<file path="src/rtl/ehl_cell_bist.sv">
`default_nettype none
// ============================================================================
// Module   : ehl_cell_bist
// Brief    : BIST controller driving an RTL cell and its technology-mapped
//            twin with LFSR vectors and counting response mismatches.
//            Define EHL_BIST_WALKING_EN for a walking-one phase before RUN.
// Revision : 1.0
// ============================================================================
module ehl_cell_bist #(
    parameter int          WIDTH        = 8,
    parameter int          LATENCY      = 1,
    parameter int          NUM_VECTORS  = 256,
    parameter int          RESET_CYCLES = 8,
    parameter int          CNT_WIDTH    = 16,
    parameter logic [15:0] SEED         = 16'hACE1
) (
    input  logic                 clk,
    input  logic                 reset_n,
    input  logic                 start,
    output logic                 dut_reset_n,
    output logic [WIDTH-1:0]     stim,
    input  logic [WIDTH-1:0]     resp_ref,
    input  logic [WIDTH-1:0]     resp_map,
    output logic                 busy,
    output logic                 done,
    output logic                 pass,
    output logic [CNT_WIDTH-1:0] err_cnt,
    output logic [CNT_WIDTH-1:0] first_err_idx
);

    localparam logic [15:0] c_SEED = (SEED == 16'h0000) ? 16'h0001 : SEED;
    localparam logic [15:0] c_TAPS = 16'hB400;
    localparam int c_MAX_A = (RESET_CYCLES > NUM_VECTORS) ? RESET_CYCLES : NUM_VECTORS;
    localparam int c_MAX_B = (WIDTH > LATENCY) ? WIDTH : LATENCY;
    localparam int c_MAXC  = (c_MAX_A > c_MAX_B) ? c_MAX_A : c_MAX_B;
    localparam int c_SW    = $clog2(c_MAXC + 1);

    localparam logic [2:0] c_ST_IDLE  = 3'd0;
    localparam logic [2:0] c_ST_HOLD  = 3'd1;
    localparam logic [2:0] c_ST_RUN   = 3'd2;
    localparam logic [2:0] c_ST_DRAIN = 3'd3;
    localparam logic [2:0] c_ST_DONE  = 3'd4;
`ifdef EHL_BIST_WALKING_EN
    localparam logic [2:0] c_ST_WALK  = 3'd5;
`endif

    logic [2:0]                          r_state;
    logic [c_SW-1:0]                     r_step;
    logic [15:0]                         r_lfsr;
    logic [CNT_WIDTH-1:0]                r_idx;
    logic [LATENCY-1:0]                  r_pipe_vld;
    logic [LATENCY-1:0][CNT_WIDTH-1:0]   r_pipe_idx;

    logic [15:0]                         w_lfsr_next;
    logic                                w_hold_last;
    logic                                w_push;
    logic                                w_mismatch;
    logic [CNT_WIDTH-1:0]                w_cmp_idx;
    logic [CNT_WIDTH-1:0]                w_err_next;
    logic [CNT_WIDTH-1:0]                w_first_next;
    logic [LATENCY:0]                    w_vld_chain;
    logic [LATENCY:0][CNT_WIDTH-1:0]     w_idx_chain;

    assign w_lfsr_next = {1'b0, r_lfsr[15:1]} ^ (r_lfsr[0] ? c_TAPS : 16'h0000);
    assign w_hold_last = (r_state == c_ST_HOLD) && (r_step == c_SW'(RESET_CYCLES - 1));
`ifdef EHL_BIST_WALKING_EN
    assign w_push      = (r_state == c_ST_RUN) || (r_state == c_ST_WALK);
`else
    assign w_push      = (r_state == c_ST_RUN);
`endif

    // The under-reset check shares the comparator; the pipeline is empty then.
    assign w_cmp_idx   = w_hold_last ? '0 : r_pipe_idx[LATENCY-1];
    assign w_mismatch  = (w_hold_last || r_pipe_vld[LATENCY-1]) && (resp_ref != resp_map);
    assign w_vld_chain = {r_pipe_vld, w_push};
    assign w_idx_chain = {r_pipe_idx, r_idx};

    always_comb begin
        w_err_next   = err_cnt;
        w_first_next = first_err_idx;
        if (w_mismatch) begin
            if (err_cnt != '1)
                w_err_next = err_cnt + CNT_WIDTH'(1);
            if (first_err_idx == '1)
                w_first_next = w_cmp_idx;
        end
    end

    always_ff @(posedge clk) begin
        if (!reset_n) begin
            r_state       <= c_ST_IDLE;
            r_step        <= '0;
            r_lfsr        <= c_SEED;
            r_idx         <= '0;
            r_pipe_vld    <= '0;
            r_pipe_idx    <= '0;
            dut_reset_n   <= 1'b0;
            stim          <= '0;
            busy          <= 1'b0;
            done          <= 1'b0;
            pass          <= 1'b0;
            err_cnt       <= '0;
            first_err_idx <= '1;
        end else begin
            r_pipe_vld    <= w_vld_chain[LATENCY-1:0];
            r_pipe_idx    <= w_idx_chain[LATENCY-1:0];
            err_cnt       <= w_err_next;
            first_err_idx <= w_first_next;
            case (r_state)
                c_ST_IDLE, c_ST_DONE: begin
                    if (start) begin
                        r_state       <= c_ST_HOLD;
                        r_step        <= '0;
                        r_lfsr        <= c_SEED;
                        r_idx         <= '0;
                        dut_reset_n   <= 1'b0;
                        stim          <= '0;
                        busy          <= 1'b1;
                        done          <= 1'b0;
                        pass          <= 1'b0;
                        err_cnt       <= '0;
                        first_err_idx <= '1;
                    end
                end
                c_ST_HOLD: begin
                    r_step <= r_step + c_SW'(1);
                    if (w_hold_last) begin
                        r_step      <= '0;
                        dut_reset_n <= 1'b1;
`ifdef EHL_BIST_WALKING_EN
                        r_state     <= c_ST_WALK;
`else
                        r_state     <= c_ST_RUN;
`endif
                    end
                end
`ifdef EHL_BIST_WALKING_EN
                c_ST_WALK: begin
                    stim   <= WIDTH'(1) << r_step;
                    r_idx  <= r_idx + CNT_WIDTH'(1);
                    r_step <= r_step + c_SW'(1);
                    if (r_step == c_SW'(WIDTH - 1)) begin
                        r_step  <= '0;
                        r_state <= c_ST_RUN;
                    end
                end
`endif
                c_ST_RUN: begin
                    stim   <= r_lfsr[WIDTH-1:0];
                    r_lfsr <= w_lfsr_next;
                    r_idx  <= r_idx + CNT_WIDTH'(1);
                    r_step <= r_step + c_SW'(1);
                    if (r_step == c_SW'(NUM_VECTORS - 1)) begin
                        r_step  <= '0;
                        r_state <= c_ST_DRAIN;
                    end
                end
                c_ST_DRAIN: begin
                    r_step <= r_step + c_SW'(1);
                    if (r_step == c_SW'(LATENCY - 1)) begin
                        r_step  <= '0;
                        r_state <= c_ST_DONE;
                        busy    <= 1'b0;
                        done    <= 1'b1;
                        pass    <= (w_err_next == '0);
                    end
                end
                default: r_state <= c_ST_IDLE;
            endcase
        end
    end

endmodule
`default_nettype wire

</file>
<file path="config.mk">
export PLATFORM = sky130hd
export DESIGN_NAME = ehl_cell_bist
export DESIGN_NICKNAME = d
export VERILOG_FILES = /design/src/rtl/ehl_cell_bist.sv
export SDC_FILE = /design/constraint.sdc
export NUM_CORES = 1
export LEC_CHECK = 0
export CORE_UTILIZATION = 40
export DETAILED_ROUTE_END_ITERATION = 10
export GPL_TIMING_DRIVEN = 0
export SLEW_MARGIN = 20
export SYNTH_ARGS = -nofsm -noshare
export SYNTH_HDL_FRONTEND = slang
export SYNTH_SLANG_ARGS = --single-unit
</file>
<file path="constraint.sdc">
create_clock -name clk -period 2.85 [get_ports clk]
set_input_delay 0.57 -clock clk [delete_from_list [all_inputs] [get_ports clk]]
set_output_delay 0.57 -clock clk [all_outputs]
set_load 0.01 [all_outputs]
</file>
==> flow_metrics.tcl, run 1 <==
set metrics [dict create \
    synth_area_um2 4460 \
    status "complete, no violations" \
    synth-edff-count 0 \
    critical_path.max_stage_delay_ps 640 \
    syn_inst 507 \
    fin_crit_sh_pct 94.1 \
    tritoncts "yes" \
    skew_ps 10.7 \
    total_power_w 0.00243 \
    ys_ff_latch 101 \
    worst-r2r-setup-slack_ps 290 \
    tns_ps 0 \
    ys_seq_area_share_pct 45.4 \
    grt_usage_pct 19.1 \
    synth_area_per_cell_um2 8.79 \
    grt_pass1_vias 3553 \
    p_leak_nw 2.08 \
    p_per_area_nw_per_um2 446 \
    grt_max_degree 20 \
    yosys_warnings 0 \
    synth_compound_area_share_pct 16.7 \
    multiInputGateArea_um2 2210 \
    cts_root_buf "clkbuf_8" \
    vdd_ir_drop_max_v 0.000406 \
    start_kind "input pin" \
    final_cell_mix "dfxtp_1, clkdlybuf4s50_1, nor2_1" \
    drv_slew 0 \
    hold_path_class "reg -> reg" \
    cts_max_path_buffers 2 \
    placed_area_um2 5240 \
    setup_viol 0 \
    cp_cell_sequence "clkdlybuf4s50_1, nand2_1, clkbuf_1, nand2_1, nor2_1, o21ai_0, o31ai_1" \
    rsz0062_at_grt "false" \
    hold_depth 2 \
    final_common_cell "dfxtp_1" \
    synth_xor_area_share_pct 6.09 \
    grt_pass1_wl_um 17400 \
    worstPathRequired_ps 3130 \
    crit_fanout 10 \
    fin_crit_ps 2680 \
    ys_types 62 \
    grt-ovfl-total 0 \
    worst_pin_slew_ps 945 \
    design.die.area_um2 11600 \
    syn-num-nets 532 \
    cts_max_level 3 \
    area_delta_synth_final_pct 22.0 \
    register_area_um2 2020 \
    fin_nets 605 \
    core-area_um2 10800 \
    num_io_pins 63 \
    design_area_um2 5440 \
    n_fill_cell 1071 \
    crit_top_cell "nand2_1" \
    fin_cells 725 \
    die_h_um 108 \
    viasPerCell 5.24 \
    r2r.worst_path.cells 7 \
    hold_end "dut_reset_n" \
    timing_worst_setup_path_type "in -> reg" \
    wl_per_cell_um 14.2 \
    synth_top_family_by_area "simple AND/OR/NAND/NOR gates" \
    slowest_stage "nor2_1" \
    ant_nets 0 \
    clk_pin_slew_worst_paths_ps 110 \
    initial_core_util_pct 41.1 \
    ys_async_sr_fraction_pct 0 \
    rows 38 \
    antenna-diode-count 0 \
    cts_sinks 101 \
    rr_startpoint "r_state[0]" \
    worstPathArrival_ps 2960 \
    min_from "dut_reset_n" \
    gp_congestion 0.836 \
    drt_wl_total_um 10300 \
    dp_hpwl_um 7400 \
    slew_headroom_pct 37.0 \
    drt_iter0_drc 165 \
    r2r_end "pass" \
    synth_mux_area_share_pct 2.19 \
    numPortBuffers 61 \
    vias 3797 \
    crit_path_end_kind "flip-flop" \
    drive_gt1_share_pct 8.21 \
    drc 0 \
    yosys_most_used_dff "dfxtp_1" \
    max_freq_mhz 373 \
    dpl.cell_count 708 \
    insertion_delay_ps 370 \
    maxCapViolations 0 \
    hold_viol_final 0 \
    cts_buffers 9 \
    synth_adder_area_share_pct 1.68 \
    dr.pass1.iters 4 \
    antenna_found_initial 0 \
    synth-simple-area-share_pct 22.9 \
    die_x_um 108 \
]
[critical path, delay by kind of cell]
family | cells | cell delay (ps)
AO/OA/AOI/OAI | 2 | 290
buffers and inverters | 2 | 970
AND/OR/NAND/NOR | 3 | 1120
[synthesized netlist by cell type, types with 6 or more instances]
cell type | count | share of area [%]
nor2_1 | 55 | 4.6
and3_1 | 7 | 0.98
nand3_1 | 15 | 1.7
and2_1 | 18 | 2.5
clkbuf_1 | 17 | 1.4
a22o_1 | 8 | 1.6
ha_1 | 6 | 1.7
nand2_1 | 36 | 3.0
and4_1 | 6 | 1.2
xor2_1 | 16 | 3.1
inv_1 | 28 | 2.4
o21ai_0 | 22 | 2.5
dfxtp_1 | 101 | 45
nor3_1 | 11 | 1.2
a22oi_1 | 7 | 1.2
mux2_2 | 6 | 1.5
nand4_1 | 18 | 2.5
a21oi_1 | 34 | 3.8
o21ai_1 | 9 | 1.0
xnor2_1 | 15 | 2.9
[flip-flops by register name, summed over array words and instances, names as in the netlist, 3 cells and up]
signal / count
err_cnt: 16
first_err_idx: 16
r_idx: 16
r_pipe_idx: 16
r_lfsr: 12
r_step: 9
stim: 8
r_state: 3
[logic make-up (layout without fill, tap and decap cells)]
kind of cell,Yosys count,after routing
muxes,9,9
buffers and inverters,54,132
AOI/OAI and AO/OA,113,113
DFF,101,101
and+or+nand+nor,193,193
adders and majority gates,6,6
xor gates and xnor gates,31,31
[where the power goes]
part	leakage (nW)	switching (W)	total (W)	internal, W
logic	1.17	0.0000759	0.000125	0.0000490
registers	0.815	0.00000520	0.00142	0.00142
clock network	0.0943	0.000541	0.000881	0.000339
total	2.08	0.000622	0.00243	0.00180
[what timing repair did]
| item | CTS | global route |
|---|---|---|
| gates resized for setup | 0 | 0 |
| hold buffers | 0 | 0 |
| setup endpoints to repair | 1 | 0 |
| setup buffers | 1 | 0 |
[routing by layer]
metal | vias up | routed length, um | global-route usage, %
li1 | 1930 | - | -
met1 | 1793 | 5190 | 25.9
met2 | 66 | 4660 | 30.4
met3 | 8 | 325 | 3.93
met4 | 0 | 97 | 5.58
met5 | - | 0 | 0
[worst max-delay path by stage]
stage / start / endpoint / slack [ps] / depth (start not counted)
3_3_place_gp: resp_map[7] / pass / -230 / 9
3_5_place_dp: start / r_idx[11] / -220 / 7
2_1_floorplan: err_cnt[0] / pass / 370 / 9
5_1_grt: start / r_idx[11] / 2 / 7
6_report: start / r_idx[11] / 170 / 7
4_1_cts: start / r_idx[11] / 190 / 7
[per-stage QoR]
step | hold slack, ps | utilization (%) | setup WS, ps
finish | 468 | 50.2 | 169
global route | 498 | 50.2 | 2.33
floorplan | 437 | - | 371
CTS | 471 | 50.2 | 194
detailed placement | 453 | 48.4 | -222
global placement | 450 | 48.4 | -229
[layout make-up]
class / instances / area share (%)
Buffer: 26 / 2.21
Clock buffer: 9 / 2.28
Clock inverter: 7 / 1.20
Inverter: 28 / 1.93
Multi-Input combinational cell: 352 / 40.6
Sequential cell: 101 / 37.2
Tap cell: 140 / 3.22
Timing Repair Buffer: 62 / 11.4
Note: power is estimated with default switching activity, not from simulation.
==> inputs of run 2 (changes only) <==
==> constraint.sdc (replaced) <==
create_clock -name clk -period 2.4 [get_ports clk]
set_input_delay 0.48 -clock clk [delete_from_list [all_inputs] [get_ports clk]]
set_output_delay 0.48 -clock clk [all_outputs]
set_load 0.01 [all_outputs]
==> flow_metrics.tcl, run 2 (synthesis gave the netlist of run 1 again) <==
set metrics [dict create \
    fin_crit_ps 2450 \
    rsz0062_at_grt "true" \
    start_kind "flip-flop" \
    die_x_um 108 \
    crit_path_end_kind "flip-flop" \
    cp_cell_sequence "or4_4, o31a_1, buf_4, a211oi_4, nand4_1, a221oi_2, o211ai_1, o21ai_1" \
    n_fill_cell 1065 \
    worstPathRequired_ps 2710 \
    fin_nets 609 \
    drt_wl_total_um 10400 \
    hold_path_class "reg -> reg" \
    skew_ps 7.51 \
    setup_viol 1 \
    drv_slew 0 \
    area_delta_synth_final_pct 25.1 \
    violations "setup timing" \
    gp_congestion 0.868 \
    grt_pass1_wl_um 17400 \
    die_h_um 108 \
    worst_pin_slew_ps 902 \
    rows 38 \
    grt_max_degree 17 \
    p_leak_nw 2.12 \
    place_ws_ps -541 \
    status "finished, violations left" \
    final_common_cell "dfxtp_1" \
    cts_root_buf "clkbuf_8" \
    p_per_area_nw_per_um2 520 \
    antenna-diode-count 0 \
    grt_pass1_vias 3570 \
    fin_crit_sh_pct 102 \
    grt-ovfl-total 0 \
    slew_headroom_pct 39.9 \
    hold_buffers 0 \
    clk_pin_slew_worst_paths_ps 100 \
    design.die.area_um2 11600 \
    max_freq_mhz 407 \
    num_io_pins 63 \
    wl_per_cell_um 14.2 \
    hold_ws_ps 477 \
    viasPerCell 5.18 \
    cts_max_level 3 \
    initial_core_util_pct 41.1 \
    grt_usage_pct 19.1 \
    vias 3771 \
    drt_iter0_drc 192 \
    insertion_delay_ps 370 \
    setup_slack_ps -55.0 \
    tritoncts "yes" \
    ant_nets 0 \
    final_cell_mix "dfxtp_1, clkdlybuf4s50_1, nor2_1" \
    cts_max_path_buffers 2 \
    dr.pass1.iters 4 \
    antenna_found_initial 0 \
    critical_path.max_stage_delay_ps 560 \
    slowest_stage "or4_4" \
    cts_buffers 9 \
    dp_hpwl_um 7470 \
    hold_depth 2 \
    hold_viol_final 0 \
    drc 0 \
    drive_gt1_share_pct 11.9 \
    cts_sinks 101 \
    timing_worst_setup_path_type "reg -> reg" \
    r2r.worst_path.cells 8 \
    vdd_ir_drop_max_v 0.000351 \
    worstPathArrival_ps 2760 \
    numPortBuffers 61 \
    crit_fanout 5 \
    maxCapViolations 0 \
    core-area_um2 10800 \
]
run 2: cell count changes in the layout (fill, tap and decap cells not counted), sizes merged:
cell | previous run | this run
buf | 10 | 17
bufinv | 0 | 1
clkbuf | 26 | 23
clkinv | 2 | 4
clkinvlp | 1 | 2
inv | 32 | 27
run 2: power breakdown:
| group | switching (W) | internal (W) | total (W) | leakage [nW] |
|---|---|---|---|---|
| clock network | 0.000580 | 0.000476 | 0.00106 | 0.0950 |
| registers | 0.00000611 | 0.00168 | 0.00169 | 0.817 |
| logic | 0.0000970 | 0.0000629 | 0.000160 | 1.21 |
| total | 0.000683 | 0.00222 | 0.00290 | 2.12 |
run 2: worst paths after layout:
path | startpoint | end | slack (ps)
worst max-delay path | r_step[3] | pass | -50
worst min-delay path | first_err_idx[7] | first_err_idx[7] | 480
worst max register to register | r_step[3] | pass | -50
worst min register to register | first_err_idx[7] | first_err_idx[7] | 480
run 2: worst max-delay path: cells and delay by family (launching register included):
| kind | cells | cell delay [ps] |
|---|---|---|
| AND/OR/NAND/NOR | 2 | 700 |
| buffers and inverters | 1 | 180 |
| AO/OA/AOI/OAI | 5 | 1170 |
| flip-flops | 1 | 350 |
run 2: area by class of cell:
type	count	area, um^2	share of cell area (%)
clock inverter	6	65.1	1.17
timing repair buffer	68	663	11.9
tap	140	175	3.14
inverter	28	109	1.95
multi-input combinational	352	2290	41.0
sequential	101	2030	36.4
clock buffer	9	124	2.22
buffer	24	125	2.24
run 2: layer usage:
layer / vias up / wire length (um) / global-route usage (%)
met5: - / 0 / 0
met4: 0 / 158 / 6.07
met3: 14 / 446 / 4.42
met2: 81 / 4750 / 30.8
met1: 1747 / 5020 / 25.2
li1: 1929 / - / -
run 2: timing repair:
item                       4_1_cts  5_1_grt
setup endpoints to repair       22       22
buffers inserted                 2        5
pin swaps                        2        6
resized for setup                8       17
run 2: through the flow:
step / TNS [ps] / power [W] / std cells / cell area (um^2) / utilization (%)
floorplan: 0 / 0.00181 / 507 / 4470 / -
global placement: -13520 / 0.00187 / 708 / 5250 / 48.4
detailed placement: -13130 / 0.00187 / 708 / 5250 / 48.4
CTS: -97.9 / 0.00293 / 725 / 5490 / 50.6
global route: -441 / 0.00303 / 728 / 5580 / 51.4
finish: -55.0 / 0.00290 / 728 / 5580 / 51.4
==> inputs of run 3 (changes only) <==
--- a/config.mk
+++ b/config.mk
@@ -7,7 +7,7 @@
 export LEC_CHECK = 0
 export CORE_UTILIZATION = 40
 export DETAILED_ROUTE_END_ITERATION = 10
-export GPL_TIMING_DRIVEN = 0
+export PLACE_DENSITY = 0.61
 export SLEW_MARGIN = 20
 export SYNTH_ARGS = -nofsm -noshare
 export SYNTH_HDL_FRONTEND = slang
==> flow_metrics.tcl, run 3 (synthesis gave the netlist of run 1 again) <==
set metrics [dict create \
    final_common_cell "dfxtp_1" \
    numPortBuffers 62 \
    crit_fanout 4 \
    drt_iter0_drc 191 \
    slew_headroom_pct 50.1 \
    drc 0 \
    antenna_found_initial 0 \
    core-area_um2 10800 \
    dr.pass1.iters 5 \
    area_delta_synth_final_pct 27.3 \
    setup_viol 0 \
    grt_max_degree 23 \
    maxCapViolations 0 \
    insertion_delay_ps 380 \
    hold_buffers 0 \
    max_freq_mhz 426 \
    hold_path_class "reg -> reg" \
    cts_root_buf "clkbuf_8" \
    p_leak_nw 2.25 \
    initial_core_util_pct 41.1 \
    fin_util_pct 52.4 \
    fin_crit_ps 2350 \
    p_sw_w 0.000707 \
    die_h_um 108 \
    num_io_pins 63 \
    design_area_um2 5680 \
    grt-ovfl-total 0 \
    hold_ws_ps 452 \
    drv_slew 0 \
    design.die.area_um2 11600 \
    drt_wl_total_um 10500 \
    cts_sinks 101 \
    grt_usage_pct 19.3 \
    cts_max_path_buffers 2 \
    die_x_um 108 \
    cts_max_level 3 \
    fin_nets 620 \
    p_int_w 0.00220 \
    final_cell_mix "dfxtp_1, clkdlybuf4s50_1, nor2_1" \
    cts_buffers 9 \
    skew_ps 7.96 \
    ant_nets 0 \
    grt_pass1_vias 3627 \
    wl_per_cell_um 14.1 \
    hold_viol_final 0 \
    placed_area_um2 5450 \
    viasPerCell 5.18 \
    worst_pin_slew_ps 746 \
    vias 3832 \
    seqPwrFrac_pct 58.0 \
    clkPwrFrac_pct 36.3 \
    antenna-diode-count 0 \
    dp_hpwl_um 7560 \
    clk_pin_slew_worst_paths_ps 100 \
    worstPathArrival_ps 2620 \
    rows 38 \
    drive_gt1_share_pct 14.2 \
    grt_pass1_wl_um 17400 \
    status "complete, no violations" \
    start_kind "flip-flop" \
    vdd_ir_drop_max_v 0.000389 \
    timing_worst_setup_path_type "reg -> reg" \
    worstPathRequired_ps 2680 \
    crit_path_end_kind "flip-flop" \
    tritoncts "yes" \
    fin_crit_sh_pct 97.8 \
    p_per_area_nw_per_um2 512 \
    switching_share_pct 24.4 \
    rsz0062_at_grt "true" \
    combPwrFrac_pct 5.7 \
    gp_congestion 0.820 \
]
-- run 3: final cells by class --
class | count | area, um^2
clock inverters | 5 | 40.0
fillers | 1064 | 5160
multi-input cells | 352 | 2240
well taps | 140 | 175
flip-flops and latches | 101 | 2020
inverters | 28 | 105
clock buffers | 11 | 151
repair buffers | 103 | 945
-- run 3: power by group through the flow --
stage	Clock [W]	Sequential [W]	Combinational, W
after detailed placement	0	0.00172	0.000164
final	0.00106	0.00168	0.000165
after global routing	0.00115	0.00169	0.000181
after floorplan	0	0.00172	0.0000822
after CTS	0.00109	0.00168	0.000165
after global placement	0	0.00172	0.000162
-- run 3: path summary, 6_finish.rpt --
kind | startpoint | to | slack (ps) | cells past startpoint
max | r_step[3] | pass | 50 | 7
min | dut_reset_n | dut_reset_n | 450 | 2
max reg2reg | r_step[3] | pass | 50 | 7
min reg2reg | dut_reset_n | dut_reset_n | 450 | 2
-- run 3: repair_timing --
action,CTS,global route
pin swaps,1,3
setup buffers,1,0
gates resized for setup,1,4
hold endpoints to repair,0,0
endpoints found under the setup margin,1,7
-- run 3: per-layer routing --
layer  up-vias  wire (um)  track usage [%]  part of all wire, %
met5         -          0                0                    0
met2        75       4860             30.4                   46
met4         0        182             7.24                  1.7
met1      1784       4990             25.4                   48
li1       1958          -                -                    -
met3        15        434             4.72                  4.1
-- run 3: through the flow --
stage               setup TNS [ps]  worst slack [ps]  instances  total power [W]
finish                           0              52.4        740          0.00290
global route                 -76.1             -76.1        740          0.00301
CTS                              0              6.30        740          0.00294
detailed placement            -151              -114        723          0.00189
global placement             -74.7             -74.7        723          0.00188
floorplan                        0              17.6        507          0.00181
-- run 3: worst max-delay path, cell delays in order (launching register included) --
cell and delay, ps:
dfxtp_1 320, or4_4 530, o31a_1 410, a21o_2 270, nor3_4 150, mux2_4 320
o211ai_1 160, o21ai_1 80
